<file path="config.mk">
export PLATFORM = sky130hd
export DESIGN_NAME = vga_dither_out
export DESIGN_NICKNAME = d
export VERILOG_FILES = /design/src/rtl/vga_dither_out.sv
export SDC_FILE = /design/constraint.sdc
export NUM_CORES = 1
export LEC_CHECK = 0
export BUFFER_PORTS_ARGS = -buffer_cell sky130_fd_sc_hd__buf_2
export CAP_MARGIN = 0
export CORE_ASPECT_RATIO = 0.8
export CORE_MARGIN = 1.5
export CORE_UTILIZATION = 53
export CTS_BUF_LIST = sky130_fd_sc_hd__clkbuf_8
export CTS_CLUSTER_DIAMETER = 150
export DETAILED_ROUTE_END_ITERATION = 10
export GPL_TIMING_DRIVEN = 0
export HOLD_SLACK_MARGIN = 0.06
export PLACE_DENSITY = 0.82
export SLEW_MARGIN = 5
export SYNTH_ARGS = -nofsm -noshare
export SYNTH_HDL_FRONTEND = slang
export SYNTH_SLANG_ARGS = --single-unit
</file>
<file path="constraint.sdc">
create_clock -name CLK_25MHZ -period 2.1 [get_ports CLK_25MHZ]
set_input_delay 0.42 -clock CLK_25MHZ [delete_from_list [all_inputs] [get_ports CLK_25MHZ]]
set_output_delay 0.42 -clock CLK_25MHZ [all_outputs]
set_load 0.03 [all_outputs]
</file>
<file path="src/rtl/vga_dither_out.sv">
// Registered VGA output stage: colour-depth reduction with optional 4x4 ordered dithering.
// Define VGA_DITHER_TEMPORAL_EN to rotate the Bayer pattern every frame.
module vga_dither_out #(
  parameter int unsigned IN_W     = 8,
  parameter int unsigned OUT_W    = 4,
  parameter bit          SYNC_POL = 1'b0
) (
  input  logic             CLK_25MHZ,
  input  logic             RESET,
  input  logic             DITHER_EN,
  input  logic             VSYNC_IN,
  input  logic             HSYNC_IN,
  input  logic [IN_W-1:0]  RED_IN,
  input  logic [IN_W-1:0]  GREEN_IN,
  input  logic [IN_W-1:0]  BLUE_IN,
  output logic             VGA_VSYNC,
  output logic             VGA_HSYNC,
  output logic [OUT_W-1:0] VGA_RED,
  output logic [OUT_W-1:0] VGA_GREEN,
  output logic [OUT_W-1:0] VGA_BLUE
);

  localparam int unsigned D    = IN_W - OUT_W;
  localparam logic        IDLE = ~SYNC_POL;

  logic       hs_prev, vs_prev;
  logic       hs_edge_c, vs_edge_c;
  logic [1:0] px, py;
  logic       mode;
  logic [1:0] row_c, col_c;
  logic [3:0] bay_c;

  assign hs_edge_c = (HSYNC_IN == SYNC_POL) && (hs_prev != SYNC_POL);
  assign vs_edge_c = (VSYNC_IN == SYNC_POL) && (vs_prev != SYNC_POL);

`ifdef VGA_DITHER_TEMPORAL_EN
  logic [1:0] fr;
  assign row_c = py ^ fr;
  assign col_c = px ^ {fr[0], fr[1]};
`else
  assign row_c = py;
  assign col_c = px;
`endif

  // Pixel position tracking and frame-boundary mode latch
  always_ff @(posedge CLK_25MHZ or posedge RESET) begin
    if (RESET) begin
      hs_prev <= IDLE;
      vs_prev <= IDLE;
      px      <= 2'd0;
      py      <= 2'd0;
      mode    <= 1'b0;
`ifdef VGA_DITHER_TEMPORAL_EN
      fr      <= 2'd0;
`endif
    end else begin
      hs_prev <= HSYNC_IN;
      vs_prev <= VSYNC_IN;
      px      <= hs_edge_c ? 2'd0 : px + 2'd1;
      if (vs_edge_c)      py <= 2'd0;
      else if (hs_edge_c) py <= py + 2'd1;
      if (vs_edge_c) mode <= DITHER_EN;
`ifdef VGA_DITHER_TEMPORAL_EN
      if (vs_edge_c) fr <= fr + 2'd1;
`endif
    end
  end

  function automatic logic [3:0] bayer(input logic [1:0] row, input logic [1:0] col);
    logic [3:0] v;
    case ({row, col})
      4'h0: v = 4'd0;   4'h1: v = 4'd8;   4'h2: v = 4'd2;   4'h3: v = 4'd10;
      4'h4: v = 4'd12;  4'h5: v = 4'd4;   4'h6: v = 4'd14;  4'h7: v = 4'd6;
      4'h8: v = 4'd3;   4'h9: v = 4'd11;  4'hA: v = 4'd1;   4'hB: v = 4'd9;
      4'hC: v = 4'd15;  4'hD: v = 4'd7;   4'hE: v = 4'd13;  default: v = 4'd5;
    endcase
    return v;
  endfunction

  assign bay_c = bayer(row_c, col_c);

  logic [IN_W-1:0]  in_c  [3];
  logic [OUT_W-1:0] nxt_c [3];
  logic [OUT_W-1:0] s1    [3];
  logic             hs_s1, vs_s1;

  assign in_c[0] = RED_IN;
  assign in_c[1] = GREEN_IN;
  assign in_c[2] = BLUE_IN;

  // Stage-1 value per channel; only the bits that reach the pins are stored
  generate
    if (D == 0) begin : g_pass
      for (genvar ch = 0; ch < 3; ch++) begin : g_ch
        assign nxt_c[ch] = in_c[ch];
      end
    end else begin : g_dith
      logic [IN_W-1:0] t_c;
      if (D >= 4) begin : g_shl
        assign t_c = IN_W'(bay_c) << (D - 4);
      end else begin : g_shr
        assign t_c = IN_W'(bay_c >> (4 - D));
      end
      for (genvar ch = 0; ch < 3; ch++) begin : g_ch
        logic [IN_W:0] sum_c;
        logic          unused_c;
        assign sum_c     = {1'b0, in_c[ch]} + {1'b0, t_c};
        assign unused_c  = ^sum_c[D-1:0];
        assign nxt_c[ch] = !mode      ? in_c[ch][IN_W-1:D] :
                           sum_c[IN_W] ? {OUT_W{1'b1}} : sum_c[IN_W-1:D];
      end
    end
  endgenerate

  // Two-stage pipeline; syncs ride alongside colour unmodified
  always_ff @(posedge CLK_25MHZ or posedge RESET) begin
    if (RESET) begin
      for (int ch = 0; ch < 3; ch++) s1[ch] <= '0;
      hs_s1     <= IDLE;
      vs_s1     <= IDLE;
      VGA_RED   <= '0;
      VGA_GREEN <= '0;
      VGA_BLUE  <= '0;
      VGA_HSYNC <= IDLE;
      VGA_VSYNC <= IDLE;
    end else begin
      for (int ch = 0; ch < 3; ch++) s1[ch] <= nxt_c[ch];
      hs_s1     <= HSYNC_IN;
      vs_s1     <= VSYNC_IN;
      VGA_RED   <= s1[0];
      VGA_GREEN <= s1[1];
      VGA_BLUE  <= s1[2];
      VGA_HSYNC <= hs_s1;
      VGA_VSYNC <= vs_s1;
    end
  end

endmodule
</file>
# Word-level counts from Yosys, hierarchy flattened
# Memories as Yosys holds them, arrays and structs flattened.
# Cells that the tools add are included.
dict set report op_classes {
  addsub 5
  n_mux 9
  bitwise_logic 2
  reduce_logical 3
}
# op n
set op_table {}
lappend op_table {{$add 8x4->9} 3}
lappend op_table {{$mux 4} 6}
lappend op_table {{$mux 2} 3}
lappend op_table {{$add 2x1->2 const B} 2}
lappend op_table {{$logic_and 1x1->1} 2}
lappend op_table {{$not 1->1} 2}
lappend op_table {{$reduce_bool 2->1} 1}
dict set report word_totals {
  ff_bits 33
  rom_bits 64
  output_inout_bits 14
  word_cells 33
  memories 1
}
# memory depth width read_ports rd_ports_with_merged_regs wr line
set memory_table {}
lappend memory_table {{(no name shown)} 16 4 1 0 0 71} ;# case ({row, col})

# Depth between registers and ports, before layout
# Gate-level depths: netlist (run 1).
dict set report depth {
  depth_word 4
  mapped_depth 6
}

# Least setup slack after synthesis (run 1)
# OpenSTA, ideal clock, no wires.
dict set report synth_path {
  path_type {flip-flop to flip-flop}
  startpoint {register py[1]}
  endpoint {register s1[1] in the netlist's numbering}
  setup_time_ns 0.125
  t_arrival_ns 1.651
  required_ns 1.975
  path_slack_ns 0.323
  stages_incl_launch_ff 7
  path_buffers 0
  path_cell_list {dfrtp_1 > xor2_1 > ha_1 > and3_2 > nor4_4 > nor3b_2 > mux2_4}
}
# item line
set synth_lines {}
lappend synth_lines {{start, declared} 28} ;# logic [1:0] px, py;
lappend synth_lines {{start signal, assigned} 61} ;# else if (hs_edge_c) py <= py + 2'd1;
lappend synth_lines {{end, declared} 84} ;# logic [OUT_W-1:0] s1 [3];

==> summary.txt, run 1 <==
STA
  – Slew @ Worst Pin: 1100 ps
  – Pins Over Slew Limit: 0
  – Hold Vio Cnt, Final: 0
  – Fin Clk Skew: 1.75 ps
  – Setup TNS: 0 ps
  – Tcrit/Tclk final: 0.926
  – Worst rel slew slack: 0.260
  – RSZ-0062 raised after global routing: no
  – FMAX: 514 MHz
  – Minimum clock period: 1950 ps
  – Final setup viols: 0

CTS
  – Clock Latency Late Sink: 270 ps
  – CTS tree: yes
  – CTS Buffer Depth: 2
  – CTS Buf Count: 5
  – Post-CTS Setup Bufs: 0
  – Post-CTS Hold Fix Bufs: 0
  – H-tree levels: 2
  – Root Buffer: clkbuf_8
  – Sink Count: 33
  – Clock transition at the registers of the reported paths: 60 ps
  – Post-cts resize count: 0

Power and ir drop
  – P_sw: 0.000535 W
  – Gate power share: 0.269
  – Sw frac: 0.288
  – Leak: 0.874 nW
  – Peak supply drop: 0.000645 V
  – Pwr/cell area: 1020 nW/um2
  – Clock power share: 0.320
  – Register share of total power: 0.411
  – Pint: 0.00132 W

Floorplanning
  – Chip width: 61.5 um
  – Initial Util: 0.575
  – Core area: 2520 um2
  – Die height: 49.8 um
  – Die ar.: 3060 um2
  – Row cnt: 16
  – Num ports: 43

Setup path
  – Register-to-Register Path Depth: 5
  – CP Max Fanout: 6
  – CP arrival: 2110 ps
  – Required time worst endpoint: 2260 ps
  – Crit. End Element: flop
  – Worst setup SP type: flop
  – Reg2Reg Setup Slack: 150 ps
  – Reg2reg end: s1[10]$_DFF_PP0_
  – Setup CP Type: flop to flop
  – Reg2Reg Launch Point: py[0]$_DFFE_PP0P_

Cells and area
  – Area growth from synthesis to layout: 26.1%
  – Antenna Diode Count: 0
  – Commonest non-fill, non-tap cells in the layout: buf_2, dfrtp_1, nand2_1, ha_1
  – Nets: 194
  – Multi-input gate area: 623 um2
  – Storage cell area: 831 um2
  – Fillcell total: 176
  – Layout cells sized above 1: 0.503
  – Final core occ: 0.725
  – Commonest non-fill, non-tap cell in the layout: buf_2

Global route
  – First-pass GRT wire length: 4150 um
  – All-layer global routing usage: 0.191
  – Vias in the first global route: 965
  – Initial antenna violation count: 0
  – Largest net degree at the start of global routing: 34
  – GRT Residual Overflow: 0

Synthesis
  – Yosys cell types: 20
  – Mean post-synth cell area: 13.6 um2
  – Synth Instances: 107
  – #FFs+latches synth: 33
  – Synth warn: 0
  – Syn nets: 145
  – Sequential share of the synthesized area: 0.573
  – Proportion of synthesized area in mux cells: 0.0854
  – Most used flip-flop cell after synthesis: dfrtp_1
  – Synthesized-area fraction occupied by and/or/nand/nor cells: 0.179
  – Post-Synth Adder-Cell Area: 0.0777
  – Largest family of logic cells by synthesized area: simple AND/OR/NAND/NOR gates
  – Post-synth EDFFs: 0
  – Post-synthesis compound-gate area fraction: 0.0518
  – Mapped cell area: 1450 um2
  – Synth async-reset ratio: 1.00
  – Synth Area in XOR/XNOR: 0.0302

Job
  – Max Cap Viol: 0

Routing
  – Vias: 968
  – Drt total wl: 2550 um
  – Vias per Instance: 5.02
  – Number of routed nets with antenna violations: 0
  – DR WL/cell: 13.2 um
  – DR DRC count: 0
  – Drt pass-1 iters: 4
  – 1st-iter DRT viols: 43

Hold path
  – Hold Path Class: input port to flop
  – Hold depth: 1
  – Hold Crit Start: VSYNC_IN
  – Worst min-delay path endpoint: vs_s1$_DFF_PP1_

Placed design
  – DP HPWL: 1870 um
  – Port bufs: 42
  – GPL Wtd Cong: 0.906

Run status
  – Status: complete, no violations
-- worst max-delay path: stages (launching register included) --
cell     delay [ps]
dfrtp_1         480
xor2_1          340
ha_1            310
o21ai_2         110
nor3_1          240
mux2_2          360
-- registers in the layout (all words and copies together), names as in the netlist --
signal / flops
s1: 12
VGA_BLUE: 4
VGA_GREEN: 4
VGA_RED: 4
col_c: 2
py: 2
VGA_HSYNC: 1
VGA_VSYNC: 1
hs_s1: 1
mode: 1
vs_s1: 1
-- cell type report --
cell class,instances,area share
Clock inverter,2,0.0185
Timing Repair Buffer,42,0.115
Tap cell,36,0.0246
Clock buffer,6,0.0451
Inverter,1,0.00205
Multi-Input combinational cell,73,0.341
Sequential cell,33,0.454
-- logic make-up (layout without fill, tap and decap cells) --
| logic type | after synthesis | in the layout |
|---|---|---|
| and+or+nand+nor | 40 | 40 |
| AOI/OAI and AO/OA | 9 | 9 |
| adders and majority gates | 9 | 9 |
| muxes | 10 | 10 |
| buffers and inverters | 1 | 51 |
| DFF | 33 | 33 |
| xor gates and xnor gates | 5 | 5 |
-- worst max-delay path by stage --
stage / start / endpoint / slack, ps / depth (start not counted)
global placement: py[1]$_DFFE_PP0P_ / s1[1]$_DFF_PP0_ / 140 / 6
finish: py[0]$_DFFE_PP0P_ / s1[10]$_DFF_PP0_ / 150 / 5
detailed placement: py[1]$_DFFE_PP0P_ / s1[1]$_DFF_PP0_ / 150 / 6
CTS: py[1]$_DFFE_PP0P_ / s1[9]$_DFF_PP0_ / 70 / 6
global route: py[1]$_DFFE_PP0P_ / s1[9]$_DFF_PP0_ / 50 / 6
floorplan: py[1]$_DFFE_PP0P_ / s1[1]$_DFF_PP0_ / 320 / 6
-- metrics by stage --
step | setup slack [ps] | hold WS (ps) | std cells | cell area, um2 | power, W
floorplan | 323 | 331 | 107 | 1450 | 0.00114
global placement | 135 | 332 | 185 | 1710 | 0.00124
detailed placement | 153 | 335 | 185 | 1710 | 0.00126
CTS | 70.4 | 242 | 193 | 1820 | 0.00186
global route | 54.4 | 243 | 193 | 1830 | 0.00196
finish | 154 | 249 | 193 | 1830 | 0.00186
-- Yosys cell counts, types with 4 or more instances --
| library cell | n | area [um2] |
|---|---|---|
| ha_1 | 9 | 113 |
| dfstp_2 | 4 | 105 |
| nand2_1 | 13 | 48.8 |
| mux2_2 | 7 | 78.8 |
| dfrtp_1 | 29 | 726 |
| nor2_1 | 7 | 26.3 |
-- power groups by stage --
stage	clock [W]	combinational, W	sequential [W]
4_1_cts	0.000601	0.000503	0.000760
3_5_place_dp	0	0.000492	0.000771
2_1_floorplan	0	0.000321	0.000819
5_1_grt	0.000631	0.000554	0.000773
3_3_place_gp	0	0.000472	0.000769
6_report	0.000595	0.000501	0.000763
-- routing by layer --
layer,wire length (um),global-route usage
met5,0,0
met1,1090,0.224
met2,1280,0.309
met4,60,0.0887
met3,116,0.0630
No activity file was read; power rests on OpenSTA's default activity.
==> run 2, diff against run 1 <==
==> constraint.sdc (replaced) <==
create_clock -name CLK_25MHZ -period 2 [get_ports CLK_25MHZ]
set_input_delay 0.4 -clock CLK_25MHZ [delete_from_list [all_inputs] [get_ports CLK_25MHZ]]
set_output_delay 0.4 -clock CLK_25MHZ [all_outputs]
set_load 0.03 [all_outputs]
==> run 2 against run 1 <==
Effect of this change: combinational power is 14% higher; via count is the same; die area is the same; core utilization up 1.4 points; clock power increased by 3.9%; sequential share of layout area is 0.82 points lower; first-iteration DRC count shrank 30%; routed wire length is 3.2% higher; fmax is 0.77% lower; critical path type unchanged; critical endpoint is now s1[9]$_DFF_PP0_; largest cell class unchanged; largest power group unchanged; highest routed layer unchanged.
==> summary.txt, run 2 (same netlist as run 1, synthesis figures left out) <==
CTS
  – Post-CTS Hold Fix Bufs: 0 (unchanged)
  – H-tree levels: 2 (unchanged)
  – Root Buffer: clkbuf_8
  – CTS tree: yes
  – Clock Latency Late Sink: 270 ps (about the same)
  – Sink Count: 33 (unchanged)
  – Clock transition at the registers of the reported paths: 60 ps (about the same)
  – CTS Buf Count: 5 (unchanged)
  – CTS Buffer Depth: 2 (unchanged)

Power and ir drop
  – P_sw: 0.000580 W (+8.4%)
  – Peak supply drop: 0.000704 V (+9.1%)
  – Gate power share: 0.285 (+0.016)
  – Pint: 0.00142 W (+7.1%)
  – Sw frac: 0.290 (+0.00235)
  – Pwr/cell area: 1070 nW/um2 (+5.4%)
  – Leak: 0.879 nW (+0.52%)
  – Clock power share: 0.309 (-0.011)
  – Power Total: 0.00200 W (+7.5%)
  – Register share of total power: 0.405 (-0.006)

Hold path
  – Worst min-delay path endpoint: vs_s1$_DFF_PP1_
  – Hold Path Class: input port to flop
  – Hold depth: 1 (unchanged)
  – Hold Crit Start: VSYNC_IN

STA
  – Worst rel slew slack: 0.257 (-0.00320)
  – Slew @ Worst Pin: 1110 ps (+4.76 ps)
  – Hold Vio Cnt, Final: 0 (unchanged)
  – Fin Hold WS: 231 ps (-18.1 ps)
  – Final setup viols: 0 (unchanged)
  – Minimum clock period: 1960 ps (+15.2 ps)
  – Tcrit/Tclk final: 0.980 (+0.0539)
  – Pins Over Slew Limit: 0 (unchanged)
  – Fin Clk Skew: 3.81 ps (+2.05 ps)
  – Setup TNS: 0 ps (unchanged)
  – FMAX: 510 MHz (-0.77%)

Global route
  – First-pass GRT wire length: 4150 um (-0.17%)
  – Vias in the first global route: 966 (+0.10%)
  – Largest net degree at the start of global routing: 34 (unchanged)
  – GRT Residual Overflow: 0 (unchanged)
  – Initial antenna violation count: 0 (unchanged)
  – All-layer global routing usage: 0.193 (+0.00235)

Setup path
  – Reg2reg end: s1[9]$_DFF_PP0_
  – CP arrival: 2120 ps (about the same)
  – Buf/Inv on CP: 0 (unchanged)
  – Reg2Reg Launch Point: py[0]$_DFFE_PP0P_
  – Crit. End Element: flop
  – Worst setup SP type: flop
  – Crit-path max cell delay: 480 ps (about the same)
  – Crit path depth: 5 (unchanged)
  – Required time worst endpoint: 2160 ps (-100 ps)
  – CP Max Fanout: 6 (unchanged)
  – Setup CP Type: flop to flop
  – Register-to-Register Path Depth: 5 (unchanged)
  – Reg2Reg Setup Slack: 40 ps (-120 ps)
  – Slowest CP cell: dfrtp_1
  – Crit-path cells: xor2_1 > ha_1 > o21ai_2 > nor3b_2 > mux2_4
  – Top delay family on crit path: flip-flops

Floorplanning
  – Die ar.: 3060 um2 (unchanged)
  – Core area: 2520 um2 (unchanged)
  – Chip width: 61.5 um (unchanged)
  – Row cnt: 16 (unchanged)
  – Initial Util: 0.575 (unchanged)
  – Num ports: 43 (unchanged)
  – Die height: 49.8 um (unchanged)

Routing
  – Number of routed nets with antenna violations: 0 (unchanged)
  – DR WL met3: 99 um (-15%)
  – Vias per Instance: 4.99 (-0.52%)
  – Drt pass-1 iters: 4 (unchanged)
  – DR WL/cell: 13.5 um (+2.7%)
  – Drt total wl: 2630 um (+3.2%)
  – DR DRC count: 0 (unchanged)
  – DRT met1 WL: 1110 um (+1.7%)
  – Vias: 968 (unchanged)
  – 1st-iter DRT viols: 30 (-30%)
  – Routed met2 length: 1380 um (+7.7%)
  – Top Metal Used: met4

Cells and area
  – Nets: 195 (+0.52%)
  – Final Cell Area: 1870 um2 (+2.0%)
  – Area growth from synthesis to layout: 28.6%
  – Commonest non-fill, non-tap cell in the layout: buf_2
  – Antenna Diode Count: 0 (unchanged)
  – Layout cells sized above 1: 0.519 (+0.0158)
  – Commonest non-fill, non-tap cells in the layout: buf_2, dfrtp_1, nand2_1, ha_1
  – Biggest register: s1
  – Max reg flops: 12 (unchanged)
  – Final core occ: 0.740 (+0.0144)

Placed design
  – GPL Wtd Cong: 0.906 (unchanged)
  – Dpl cell area: 1710 um2 (unchanged)
  – DP HPWL: 1870 um (unchanged)
  – Port bufs: 42 (unchanged)

Job
  – Max Cap Viol: 0 (unchanged)

Run status
  – Status: complete, no violations
run 2: metal layers:
metal  global-route usage  vias to the layer above
met3               0.0551                        4
met1                0.226                      472
met5                    0                        -
met2                0.304                       22
li1                     -                      470
met4                0.121                        0
run 2: worst register-to-register path: cells and delay by family (launching register included):
family | cells | cell delay (ps)
flops | 1 | 480
xor+xnor | 1 | 340
fa+ha+maj | 1 | 320
mux | 1 | 320
simple gates | 1 | 270
compound gates | 1 | 120
run 2: how the worst max path moves through the flow:
stage / from / to / slack, ps
6_report: py[0]$_DFFE_PP0P_ / s1[9]$_DFF_PP0_ / 40
3_3_place_gp: py[1]$_DFFE_PP0P_ / s1[1]$_DFF_PP0_ / 40
2_1_floorplan: py[1]$_DFFE_PP0P_ / s1[1]$_DFF_PP0_ / 220
4_1_cts: py[1]$_DFFE_PP0P_ / s1[9]$_DFF_PP0_ / 60
5_1_grt: py[0]$_DFFE_PP0P_ / s1[9]$_DFF_PP0_ / -30
3_5_place_dp: py[1]$_DFFE_PP0P_ / s1[1]$_DFF_PP0_ / 50
run 2: power by group through the flow:
stage	logic (W)	clock network [W]	registers [W]
6_report	0.000570	0.000618	0.000810
5_1_grt	0.000625	0.000663	0.000820
4_1_cts	0.000532	0.000631	0.000803
3_5_place_dp	0.000516	0	0.000809
3_3_place_gp	0.000496	0	0.000807
2_1_floorplan	0.000337	0	0.000860
run 2: per-stage QoR:
step           std cells  setup WS, ps
2_1_floorplan        107           223
3_3_place_gp         185          35.4
3_5_place_dp         185          53.0
4_1_cts              193          55.2
5_1_grt              194         -26.3
6_report             194          39.3
run 2: area by class of cell:
cell class / count / area [um2]
repair buffers: 43 / 218
multi-input cells: 73 / 651
inverters: 1 / 3.75
fillers: 171 / 657
flip-flops and latches: 33 / 832
clock buffers: 6 / 82.6
well taps: 36 / 45.0
clock inverters: 2 / 33.8
run 2: timing repair:
item                       4_1_cts  5_1_grt
resized for setup                1        4
setup endpoints to repair        1        3
buffers inserted                 0        1
pin swaps                        0        3
